--- config.mk ---
export PLATFORM = sky130hd
export DESIGN_NAME = adau_i2s_rx
export DESIGN_NICKNAME = d
export VERILOG_FILES = /design/src/rtl/adau_pkg.sv /design/src/rtl/adau_sample_fifo.sv /design/src/rtl/adau_i2s_rx.sv
export SDC_FILE = /design/constraint.sdc
export NUM_CORES = 1
export LEC_CHECK = 0
export ABC_AREA = 1
export BUFFER_PORTS_ARGS = -buffer_cell sky130_fd_sc_hd__buf_2
export CELL_PAD_IN_SITES_DETAIL_PLACEMENT = 0
export CELL_PAD_IN_SITES_GLOBAL_PLACEMENT = 1
export CORE_UTILIZATION = 44
export DETAILED_ROUTE_END_ITERATION = 8
export HOLD_SLACK_MARGIN = 0.06
export PLACE_DENSITY = 0.87
export SLEW_MARGIN = 0
export SYNTH_ARGS = -nofsm -noshare
export SYNTH_HDL_FRONTEND = slang
export SYNTH_SLANG_ARGS = --single-unit
--- constraint.sdc ---
create_clock -name sys_clk -period 1.83 [get_ports sys_clk]
set_clock_uncertainty 0.15 [all_clocks]
set_input_delay 0.366 -clock sys_clk [delete_from_list [all_inputs] [get_ports sys_clk]]
set_output_delay 0.366 -clock sys_clk [all_outputs]
set_load 0.01 [all_outputs]
--- src/rtl/adau_pkg.sv ---
// Shared ADAU1761 serial-audio definitions: default widths, receiver FSM states
// and the stereo pair payload used by the I2S receive and transmit paths.
package adau_pkg;

    localparam int unsigned ADAU_SAMPLE_WIDTH = 24;
    localparam int unsigned ADAU_SLOT_WIDTH   = 32;
    localparam int unsigned ADAU_FIFO_DEPTH   = 4;

    typedef enum logic [1:0] {
        WAIT_FRAME = 2'd0,
        RX_LEFT    = 2'd1,
        RX_RIGHT   = 2'd2
    } i2s_rx_state_t;

    typedef struct packed {
        logic [ADAU_SAMPLE_WIDTH-1:0] left;
        logic [ADAU_SAMPLE_WIDTH-1:0] right;
    } adau_pair_t;

endpackage

--- src/rtl/adau_sample_fifo.sv ---
// Synchronous show-ahead FIFO for stereo pairs; head word and valid flag are
// registered so the consumer sees no combinational path from its pop request.
module adau_sample_fifo #(
    parameter int unsigned WIDTH = 48,
    parameter int unsigned DEPTH = 4
) (
    input  logic             clk,
    input  logic             rst_n,
    input  logic             i_push,
    input  logic [WIDTH-1:0] i_data,
    input  logic             i_pop,
    output logic [WIDTH-1:0] o_data,
    output logic             o_valid,
    output logic             o_full_c
);

    localparam int unsigned PTR_W = $clog2(DEPTH);
    localparam int unsigned CNT_W = PTR_W + 1;

    logic [WIDTH-1:0] r_mem [DEPTH];
    logic [PTR_W-1:0] r_wr_ptr;
    logic [PTR_W-1:0] r_rd_ptr;
    logic [CNT_W-1:0] r_count;

    logic             w_do_push;
    logic             w_do_pop;
    logic             w_head_new;
    logic [PTR_W-1:0] w_rd_ptr_nxt;
    logic [CNT_W-1:0] w_count_nxt;

    assign o_full_c     = (r_count == CNT_W'(DEPTH));
    assign w_do_pop     = i_pop && (r_count != '0);
    assign w_do_push    = i_push && (!o_full_c || w_do_pop);
    assign w_rd_ptr_nxt = r_rd_ptr + PTR_W'(w_do_pop);
    assign w_count_nxt  = r_count + CNT_W'(w_do_push) - CNT_W'(w_do_pop);
    // The incoming word becomes the head when nothing older remains after the pop.
    assign w_head_new   = w_do_push && ((r_count - CNT_W'(w_do_pop)) == '0);

    always_ff @(posedge clk) begin
        if (w_do_push) begin
            r_mem[r_wr_ptr] <= i_data;
        end
    end

    always_ff @(posedge clk or negedge rst_n) begin
        if (!rst_n) begin
            r_wr_ptr <= '0;
            r_rd_ptr <= '0;
            r_count  <= '0;
            o_data   <= '0;
            o_valid  <= 1'b0;
        end else begin
            r_wr_ptr <= r_wr_ptr + PTR_W'(w_do_push);
            r_rd_ptr <= w_rd_ptr_nxt;
            r_count  <= w_count_nxt;
            o_valid  <= (w_count_nxt != '0);
            o_data   <= w_head_new ? i_data : r_mem[w_rd_ptr_nxt];
        end
    end

endmodule

--- src/rtl/adau_i2s_rx.sv ---
// ADAU1761 ADC-path I2S receiver: oversamples bclk/lrclk/sdata in sys_clk and
// delivers left/right pairs on valid/ready. ADAU_I2S_RX_FIFO_EN selects a FIFO over a single holding register.
module adau_i2s_rx
    import adau_pkg::*;
#(
    parameter int unsigned SAMPLE_WIDTH = ADAU_SAMPLE_WIDTH,
    parameter int unsigned SLOT_WIDTH   = ADAU_SLOT_WIDTH,
    parameter int unsigned FIFO_DEPTH   = ADAU_FIFO_DEPTH
) (
    input  logic                    sys_clk,
    input  logic                    reset_n,
    input  logic                    ac_bclk,
    input  logic                    ac_lrclk,
    input  logic                    ac_adc_sdata,
    output logic [SAMPLE_WIDTH-1:0] sample_left,
    output logic [SAMPLE_WIDTH-1:0] sample_right,
    output logic                    sample_valid,
    input  logic                    sample_ready,
    output logic                    overrun,
    output logic                    frame_err
);

    localparam int unsigned CNT_W  = $clog2(SAMPLE_WIDTH + 1);
    localparam int unsigned PAIR_W = 2 * SAMPLE_WIDTH;

    if (SLOT_WIDTH < SAMPLE_WIDTH + 1) begin : g_bad_slot
        $error("SLOT_WIDTH must be at least SAMPLE_WIDTH+1");
    end
    if (FIFO_DEPTH < 2 || (FIFO_DEPTH & (FIFO_DEPTH - 1)) != 0) begin : g_bad_depth
        $error("FIFO_DEPTH must be a power of two, at least 2");
    end

    logic r_bclk_s1, r_bclk_s2, r_bclk_d;
    logic r_lr_s1, r_lr_s2;
    logic r_sd_s1, r_sd_s2;

    logic                    r_lr_prev;
    logic [CNT_W-1:0]        r_bit_cnt;
    logic [SAMPLE_WIDTH-1:0] r_shift;
    logic [SAMPLE_WIDTH-1:0] r_left_hold;
    logic                    r_left_ok;
    i2s_rx_state_t           r_state;
    i2s_rx_state_t           w_state_nxt;

    logic              w_bit_stb;
    logic              w_lr_chg;
    logic              w_cnt_full;
    logic              w_push;
    logic              w_ferr;
    logic              w_left_latch;
    logic              w_left_bad;
    logic              w_pop;
    logic              w_drop;
    logic [PAIR_W-1:0] w_pair;
    logic [PAIR_W-1:0] w_head;
    logic              w_head_valid;

    always_ff @(posedge sys_clk or negedge reset_n) begin
        if (!reset_n) begin
            r_bclk_s1 <= 1'b0;
            r_bclk_s2 <= 1'b0;
            r_bclk_d  <= 1'b0;
            r_lr_s1   <= 1'b0;
            r_lr_s2   <= 1'b0;
            r_sd_s1   <= 1'b0;
            r_sd_s2   <= 1'b0;
        end else begin
            r_bclk_s1 <= ac_bclk;
            r_bclk_s2 <= r_bclk_s1;
            r_bclk_d  <= r_bclk_s2;
            r_lr_s1   <= ac_lrclk;
            r_lr_s2   <= r_lr_s1;
            r_sd_s1   <= ac_adc_sdata;
            r_sd_s2   <= r_sd_s1;
        end
    end

    assign w_bit_stb  = r_bclk_s2 && !r_bclk_d;
    assign w_lr_chg   = w_bit_stb && (r_lr_s2 != r_lr_prev);
    assign w_cnt_full = (r_bit_cnt == CNT_W'(SAMPLE_WIDTH));
    assign w_pair     = {r_left_hold, r_shift};

    // Word-select edge is the I2S delay bit: it restarts the count and carries no data.
    always_ff @(posedge sys_clk or negedge reset_n) begin
        if (!reset_n) begin
            r_lr_prev   <= 1'b1;
            r_bit_cnt   <= '0;
            r_shift     <= '0;
            r_left_hold <= '0;
            r_left_ok   <= 1'b0;
        end else if (w_bit_stb) begin
            if (w_lr_chg) begin
                r_lr_prev <= r_lr_s2;
                r_bit_cnt <= '0;
                r_shift   <= '0;
            end else if (r_bit_cnt < CNT_W'(SAMPLE_WIDTH)) begin
                r_shift   <= {r_shift[SAMPLE_WIDTH-2:0], r_sd_s2};
                r_bit_cnt <= r_bit_cnt + CNT_W'(1);
            end
            if (w_left_latch) begin
                r_left_hold <= r_shift;
                r_left_ok   <= 1'b1;
            end else if (w_left_bad) begin
                r_left_ok   <= 1'b0;
            end
        end
    end

    always_ff @(posedge sys_clk or negedge reset_n) begin
        if (!reset_n) begin
            r_state <= WAIT_FRAME;
        end else begin
            r_state <= w_state_nxt;
        end
    end

    always_comb begin
        w_state_nxt  = r_state;
        w_push       = 1'b0;
        w_ferr       = 1'b0;
        w_left_latch = 1'b0;
        w_left_bad   = 1'b0;
        if (w_lr_chg) begin
            case (r_state)
                WAIT_FRAME: begin
                    if (!r_lr_s2) begin
                        w_state_nxt = RX_LEFT;
                    end
                end
                RX_LEFT: begin
                    if (r_lr_s2) begin
                        w_state_nxt = RX_RIGHT;
                        if (w_cnt_full) begin
                            w_left_latch = 1'b1;
                        end else begin
                            w_ferr     = 1'b1;
                            w_left_bad = 1'b1;
                        end
                    end
                end
                RX_RIGHT: begin
                    if (!r_lr_s2) begin
                        w_state_nxt = RX_LEFT;
                        if (w_cnt_full) begin
                            w_push = r_left_ok;
                        end else begin
                            w_ferr = 1'b1;
                        end
                    end
                end
                default: w_state_nxt = WAIT_FRAME;
            endcase
        end
    end

    assign w_pop = w_head_valid && sample_ready;

`ifdef ADAU_I2S_RX_FIFO_EN
    logic w_fifo_full;

    adau_sample_fifo #(
        .WIDTH (PAIR_W),
        .DEPTH (FIFO_DEPTH)
    ) u_fifo (
        .clk      (sys_clk),
        .rst_n    (reset_n),
        .i_push   (w_push),
        .i_data   (w_pair),
        .i_pop    (w_pop),
        .o_data   (w_head),
        .o_valid  (w_head_valid),
        .o_full_c (w_fifo_full)
    );

    assign w_drop = w_push && w_fifo_full && !w_pop;
`else
    logic [PAIR_W-1:0] r_hold;
    logic              r_hold_valid;

    assign w_drop = w_push && r_hold_valid && !w_pop;

    always_ff @(posedge sys_clk or negedge reset_n) begin
        if (!reset_n) begin
            r_hold       <= '0;
            r_hold_valid <= 1'b0;
        end else if (w_push && !w_drop) begin
            r_hold       <= w_pair;
            r_hold_valid <= 1'b1;
        end else if (w_pop) begin
            r_hold_valid <= 1'b0;
        end
    end

    assign w_head       = r_hold;
    assign w_head_valid = r_hold_valid;
`endif

    always_ff @(posedge sys_clk or negedge reset_n) begin
        if (!reset_n) begin
            overrun   <= 1'b0;
            frame_err <= 1'b0;
        end else begin
            overrun   <= w_drop;
            frame_err <= w_ferr;
        end
    end

    assign sample_left  = w_head[PAIR_W-1:SAMPLE_WIDTH];
    assign sample_right = w_head[SAMPLE_WIDTH-1:0];
    assign sample_valid = w_head_valid;

endmodule

Word level (Yosys, flattened, before mapping)

Index checks and enable logic that the tools add are counted.

Add/sub/neg operators: 1
Reductions and logical operators: 19
Multiply operators: 0
Div/mod/pow operators: 0
Bitwise operators: 0
Magnitude comparators: 1
Equality and inequality tests: 6
Shift-type cells: 0
Mux-type cells: 26

Operators with widths:

| operator            | number |
|---|---|
| $mux 24             | 2 |
| $mux 1              | 18 |
| $mux 5              | 2 |
| $reduce_and 2->1    | 4 |
| $logic_and 1x1->1   | 6 |
| $reduce_bool 2->1   | 3 |
| $add 5x1->5 const B | 1 |
| $eq 5x5->1 const B  | 1 |
| $lt 5x5->1 const B  | 1 |
| $mux 2              | 2 |
| $ne 2x2->1 const B  | 2 |
| $pmux 2 s2          | 1 |
| $logic_not 1->1     | 3 |
| $reduce_and 3->1    | 1 |
| $eq 2x1->1 const B  | 1 |
| $eq 2x2->1 const B  | 1 |
| $logic_not 2->1     | 1 |
| $pmux 1 s2          | 1 |
| $reduce_or 2->1     | 1 |
| $ne 1x1->1          | 1 |

Memory bits (read-only): 0
RAM bits: 0
Memories kept: 0
Bits in latches: 0
Register bits: 115

Longest topological paths before layout

Depth after elaboration: 10
Depth in mapped cells: 11
Mapped depth without buffers: 9

Least setup slack after synthesis

Ideal clock, no wire load.

Kind: register to register
From: register r_bit_cnt[0]
To: register r_hold[27]
Period minus slack after synthesis: 1.652 ns
Arrival: 1.385 ns
Required time: 1.563 ns
Slack: 0.178 ns
Stages on the path, launching flop included: 12
Cell sequence: dfrtp_1 -> inv_1 -> ha_1 -> inv_1 -> nor2_1 -> nand2_1 -> nor2_2 -> nand3_2 -> buf_6 -> buf_6 -> nand2_1 -> nand2_1

Cells in the longest elaborated chain, start to end: 9

RTL lines:

| what                            | line               | RTL |
|---|---|---|
| start: declaration              | adau_i2s_rx.sv:38  | `logic [CNT_W-1:0] r_bit_cnt;` |
| start signal: assignment        | adau_i2s_rx.sv:98  | `r_bit_cnt <= r_bit_cnt + CNT_W'(1);` |
| $eq 5x5->1 *                    | adau_i2s_rx.sv:80  | `assign w_cnt_full = (r_bit_cnt == CNT_W'(SAMPLE_WIDTH));` |
| $mux 1 *                        | adau_i2s_rx.sv:144 | `if (w_cnt_full) begin` |
| $mux 1 *                        | adau_i2s_rx.sv:142 | `if (!r_lr_s2) begin` |
| $mux 1 *                        | adau_i2s_rx.sv:124 | `case (r_state)` |
| $mux 1 *                        | adau_i2s_rx.sv:123 | `if (w_lr_chg) begin` |
| $logic_and 1x1->1 (2 in series) | adau_i2s_rx.sv:180 | `assign w_drop = w_push && r_hold_valid && !w_pop;` |
| $logic_not 1->1                 | adau_i2s_rx.sv:186 | `end else if (w_push && !w_drop) begin` |
| $logic_and 1x1->1 *             | adau_i2s_rx.sv:186 |  |
| end signal: assignment          | adau_i2s_rx.sv:187 | `r_hold <= w_pair;` |
| end: declaration                | adau_i2s_rx.sv:177 | `logic [PAIR_W-1:0] r_hold;` |

Mark *: on every way between the ends. The rest lies on a longest branch, timed or not.
A chain may end at the register's enable or synchronous reset.

Final worst setup path

From: register r_bit_cnt[0]
To: register r_hold[42]

The elaborated chain is that of the path after synthesis.

==> impl_metrics.sql <==
INSERT INTO impl_metrics (metric_group, metric, value, unit) VALUES
('run_status', 'outcome', 'finished clean', ''),
('cells_and_area', 'final_net_count', '591', ''),
('setup_path', 'worst_setup_path_endpoint', 'r_hold[42]$_DFFE_PN0P_', ''),
('routing', 'wire_per_inst', '14.4', 'um'),
('setup_path', 'worst_r2r_startpoint', 'r_bit_cnt[0]$_DFFE_PN0P_', ''),
('global_routing', 'grt_first_pass_wirelength', '17800', 'um'),
('cells_and_area', 'highest_count_cells_in_the_layout_ignoring_fill_and_taps', 'sky130_fd_sc_hd__nand2_1 (164), sky130_fd_sc_hd__dfrtp_1 (114), sky130_fd_sc_hd__buf_2 (55)', ''),
('synth', 'async_reset_ff_frac', '1.00', ''),
('timing', 'setup-violations-final', '0', ''),
('placed_design', 'place_worst_setup_slack', '39.2', 'ps'),
('die', 'die_area', '11100', 'sq um'),
('routing', 'drc', '0', ''),
('setup_path', 'crit_fanout', '23', ''),
('synth', 'postSynthCellCount', '512', ''),
('global_routing', 'maximum_number_of_pins_on_one_net_before_global_route_repair', '49', ''),
('die', 'placement_rows', '37', ''),
('pwr', 'share_comb_of_total_power', '0.075', ''),
('synth', 'syn-cell-area', '4690', 'sq um'),
('worst_hold_path', 'hold_path_class', 'in -> async', ''),
('synth', 'number_of_enable_type_register_cells_in_the_synthesized_netlist', '0', ''),
('routing', 'antenna_left', '0', ''),
('timing', 'totalNegativeSetupSlack', '0', 'ps'),
('timing', 'setup_slack_after_layout', '123', 'ps'),
('timing', 'post-route-min-period', '1710', 'ps'),
('pwr', 'p_per_cell_area', '1120', 'nW/um^2'),
('synth', 'ys_ff_latch', '115', ''),
('routing', 'total_wirelength', '10500', 'um'),
('pwr', 'power_leakage', '3.22', 'nW'),
('cells_and_area', 'post_route_cells_drive_above_1_share', '0.200', ''),
('setup_path', 'setup_crit_end_kind', 'flop', ''),
('pwr', 'power.switching_fraction', '0.234', ''),
('synth', 'post_synth_num_cell_types', '23', ''),
('synth', 'yosys_most_used_dff', 'sky130_fd_sc_hd__dfrtp_1', ''),
('timing', 'report.final.hold_viol_count', '0', ''),
('pwr', 'power.internal', '5.01', 'mW'),
('timing', 'slew_viol_final', '0', ''),
('routing', 'firstDrtPassIters', '4', ''),
('placed_design', 'gpl.final_weighted_congestion', '0.807', ''),
('cells_and_area', 'final_core_util', '0.566', ''),
('timing', 'achievable-frequency', '586', 'MHz'),
('timing', 'tcrit_tclk_final', '0.933', ''),
('cells_and_area', 'layout.cells.most_common', 'sky130_fd_sc_hd__nand2_1', ''),
('synth', 'synth_fp_nets', '523', ''),
('pwr', 'seqPwrFrac', '0.438', ''),
('die', 'chipHeight', '105', 'um'),
('cells_and_area', 'fill_cells', '892', ''),
('clock_tree', 'cts_post_setup_buffers_inserted', '0', ''),
('timing', 'grt_setup_unrepaired', 'false', ''),
('cells_and_area', 'area_growth_from_synthesis_to_final_layout', '24.5', '%'),
('clock_tree', 'cts_htree_levels', '4', ''),
('die', 'design.portCount', '57', ''),
('routing', 'detail_route.iter0.violations', '290', ''),
('timing', 'timing.slew.headroom', '0.727', ''),
('setup_path', 'ff2ff_setup_slack', '120', 'ps'),
('die', 'initial_standard_cell_utilization_of_the_core', '0.455', ''),
('job', 'cap_violations', '0', ''),
('synth', 'yosysSeqAreaShare', '0.613', ''),
('routing', 'routed_via_count', '3795', ''),
('synth', 'ys_warn_count', '0', ''),
('clock_tree', 'longest_clk_path_bufs', '2', ''),
('clock_tree', 'insertion_delay', '510', 'ps'),
('clock_tree', 'inserted_clock_buffers', '17', ''),
('die', 'die_x', '105', 'um'),
('clock_tree', 'numClockSinks', '115', ''),
('die', 'core-area', '10300', 'sq um'),
('clock_tree', 'clock_tree.root_cell', 'sky130_fd_sc_hd__clkbuf_8', ''),
('setup_path', 'rr_worst_depth', '10', ''),
('routing', 'via_per_inst', '5.22', ''),
('pwr', 'clock_share_of_power', '0.487', ''),
('cells_and_area', 'insertedDiodeCount', '0', ''),
('global_routing', 'remaining_global_route_overflow', '0', '');
## power groups by stage
stage | registers, mW | logic (mW) | clock network, mW
floorplan | 2.84 | 0.319 | 0
global placement | 2.88 | 0.451 | 0
detailed placement | 2.89 | 0.479 | 0
CTS | 2.85 | 0.489 | 3.24
global route | 2.88 | 0.570 | 3.37
finish | 2.86 | 0.493 | 3.18
## through the flow
step	cell area, sq um	hold WS [ps]	power (mW)	cells
after detailed placement	5190	125	3.37	693
after floorplan	4690	-79.6	3.16	512
after global placement	5190	119	3.33	693
final	5850	124	6.53	727
after global routing	5850	120	6.82	727
after CTS	5810	108	6.58	727
## cell families (layout without fill, tap and decap cells)
group | count (synthesis) | in the layout | synth area share
and+or+nand+nor | 306 | 306 | 0.285
AOI/OAI and AO/OA | 34 | 34 | 0.0362
buffers and inverters | 51 | 130 | 0.0498
DFF | 115 | 115 | 0.613
xor gates and xnor gates | 1 | 1 | 0.00187
adders and majority gates | 5 | 5 | 0.0133
## worst min-delay path by stage
stage,end,slack [ps],start,cells past startpoint
3_3_place_gp,r_hold[13]$_DFFE_PN0P_,120,reset_n,1
6_report,r_hold[13]$_DFFE_PN0P_,120,reset_n,2
5_1_grt,r_hold[13]$_DFFE_PN0P_,120,reset_n,2
2_1_floorplan,frame_err$_DFF_PN0_,-80,reset_n,0
3_5_place_dp,r_hold[13]$_DFFE_PN0P_,130,reset_n,1
4_1_cts,r_shift[12]$_DFFE_PN0P_,110,reset_n,2
## flip-flops by register name (all words and copies together) (netlist names), 2 cells and up
register     count
r_state          2
r_left_hold     24
r_shift         24
r_hold          48
r_bit_cnt        5
## synth_stat cells, types with 2 or more instances
master,n,area share
sky130_fd_sc_hd__nand2_1,167,0.13
sky130_fd_sc_hd__dfrtp_1,114,0.61
sky130_fd_sc_hd__nand4_1,52,0.069
sky130_fd_sc_hd__nor2_1,49,0.039
sky130_fd_sc_hd__nand3_1,33,0.035
sky130_fd_sc_hd__o21ai_0,32,0.034
sky130_fd_sc_hd__clkbuf_1,18,0.014
sky130_fd_sc_hd__inv_1,15,0.012
sky130_fd_sc_hd__buf_2,10,0.011
sky130_fd_sc_hd__ha_1,5,0.013
sky130_fd_sc_hd__buf_6,3,0.0072
sky130_fd_sc_hd__a21oi_1,2,0.0021
sky130_fd_sc_hd__buf_4,2,0.0032
## routing by layer
layer | up-vias | global-route usage | share of wire
met5 | - | 0 | 0
met4 | 0 | 0.0915 | 0.015
met3 | 13 | 0.0625 | 0.044
met2 | 117 | 0.314 | 0.46
met1 | 1838 | 0.286 | 0.48
li1 | 1827 | - | -
## cell type report
cell class | count | area, sq um | share of cell area
Sequential cell | 115 | 2880 | 0.493
Multi-Input combinational cell | 346 | 1610 | 0.275
Timing Repair Buffer | 83 | 546 | 0.0933
Clock buffer | 26 | 508 | 0.0869
Tap cell | 136 | 170 | 0.0291
Clock inverter | 4 | 70.1 | 0.0120
Inverter | 17 | 63.8 | 0.0109
## critical path, cell delays in order (launching register included)
cell and delay [ps]:
sky130_fd_sc_hd__dfrtp_1 390, sky130_fd_sc_hd__inv_2 80, sky130_fd_sc_hd__ha_1 140, sky130_fd_sc_hd__inv_1 30
sky130_fd_sc_hd__nor2_1 100, sky130_fd_sc_hd__nand2_2 90, sky130_fd_sc_hd__nor2_4 180, sky130_fd_sc_hd__nand3_4 120
sky130_fd_sc_hd__buf_12 180, sky130_fd_sc_hd__nand2_1 70, sky130_fd_sc_hd__nand2_1 50
## what timing repair did
item                                   in CTS  in global routing
gates resized for setup                     0                 11
endpoints found under the hold margin     117                  0
setup endpoints to repair                   0                 72
hold buffers                                4                  0
No activity file was read; power rests on OpenSTA's default activity.
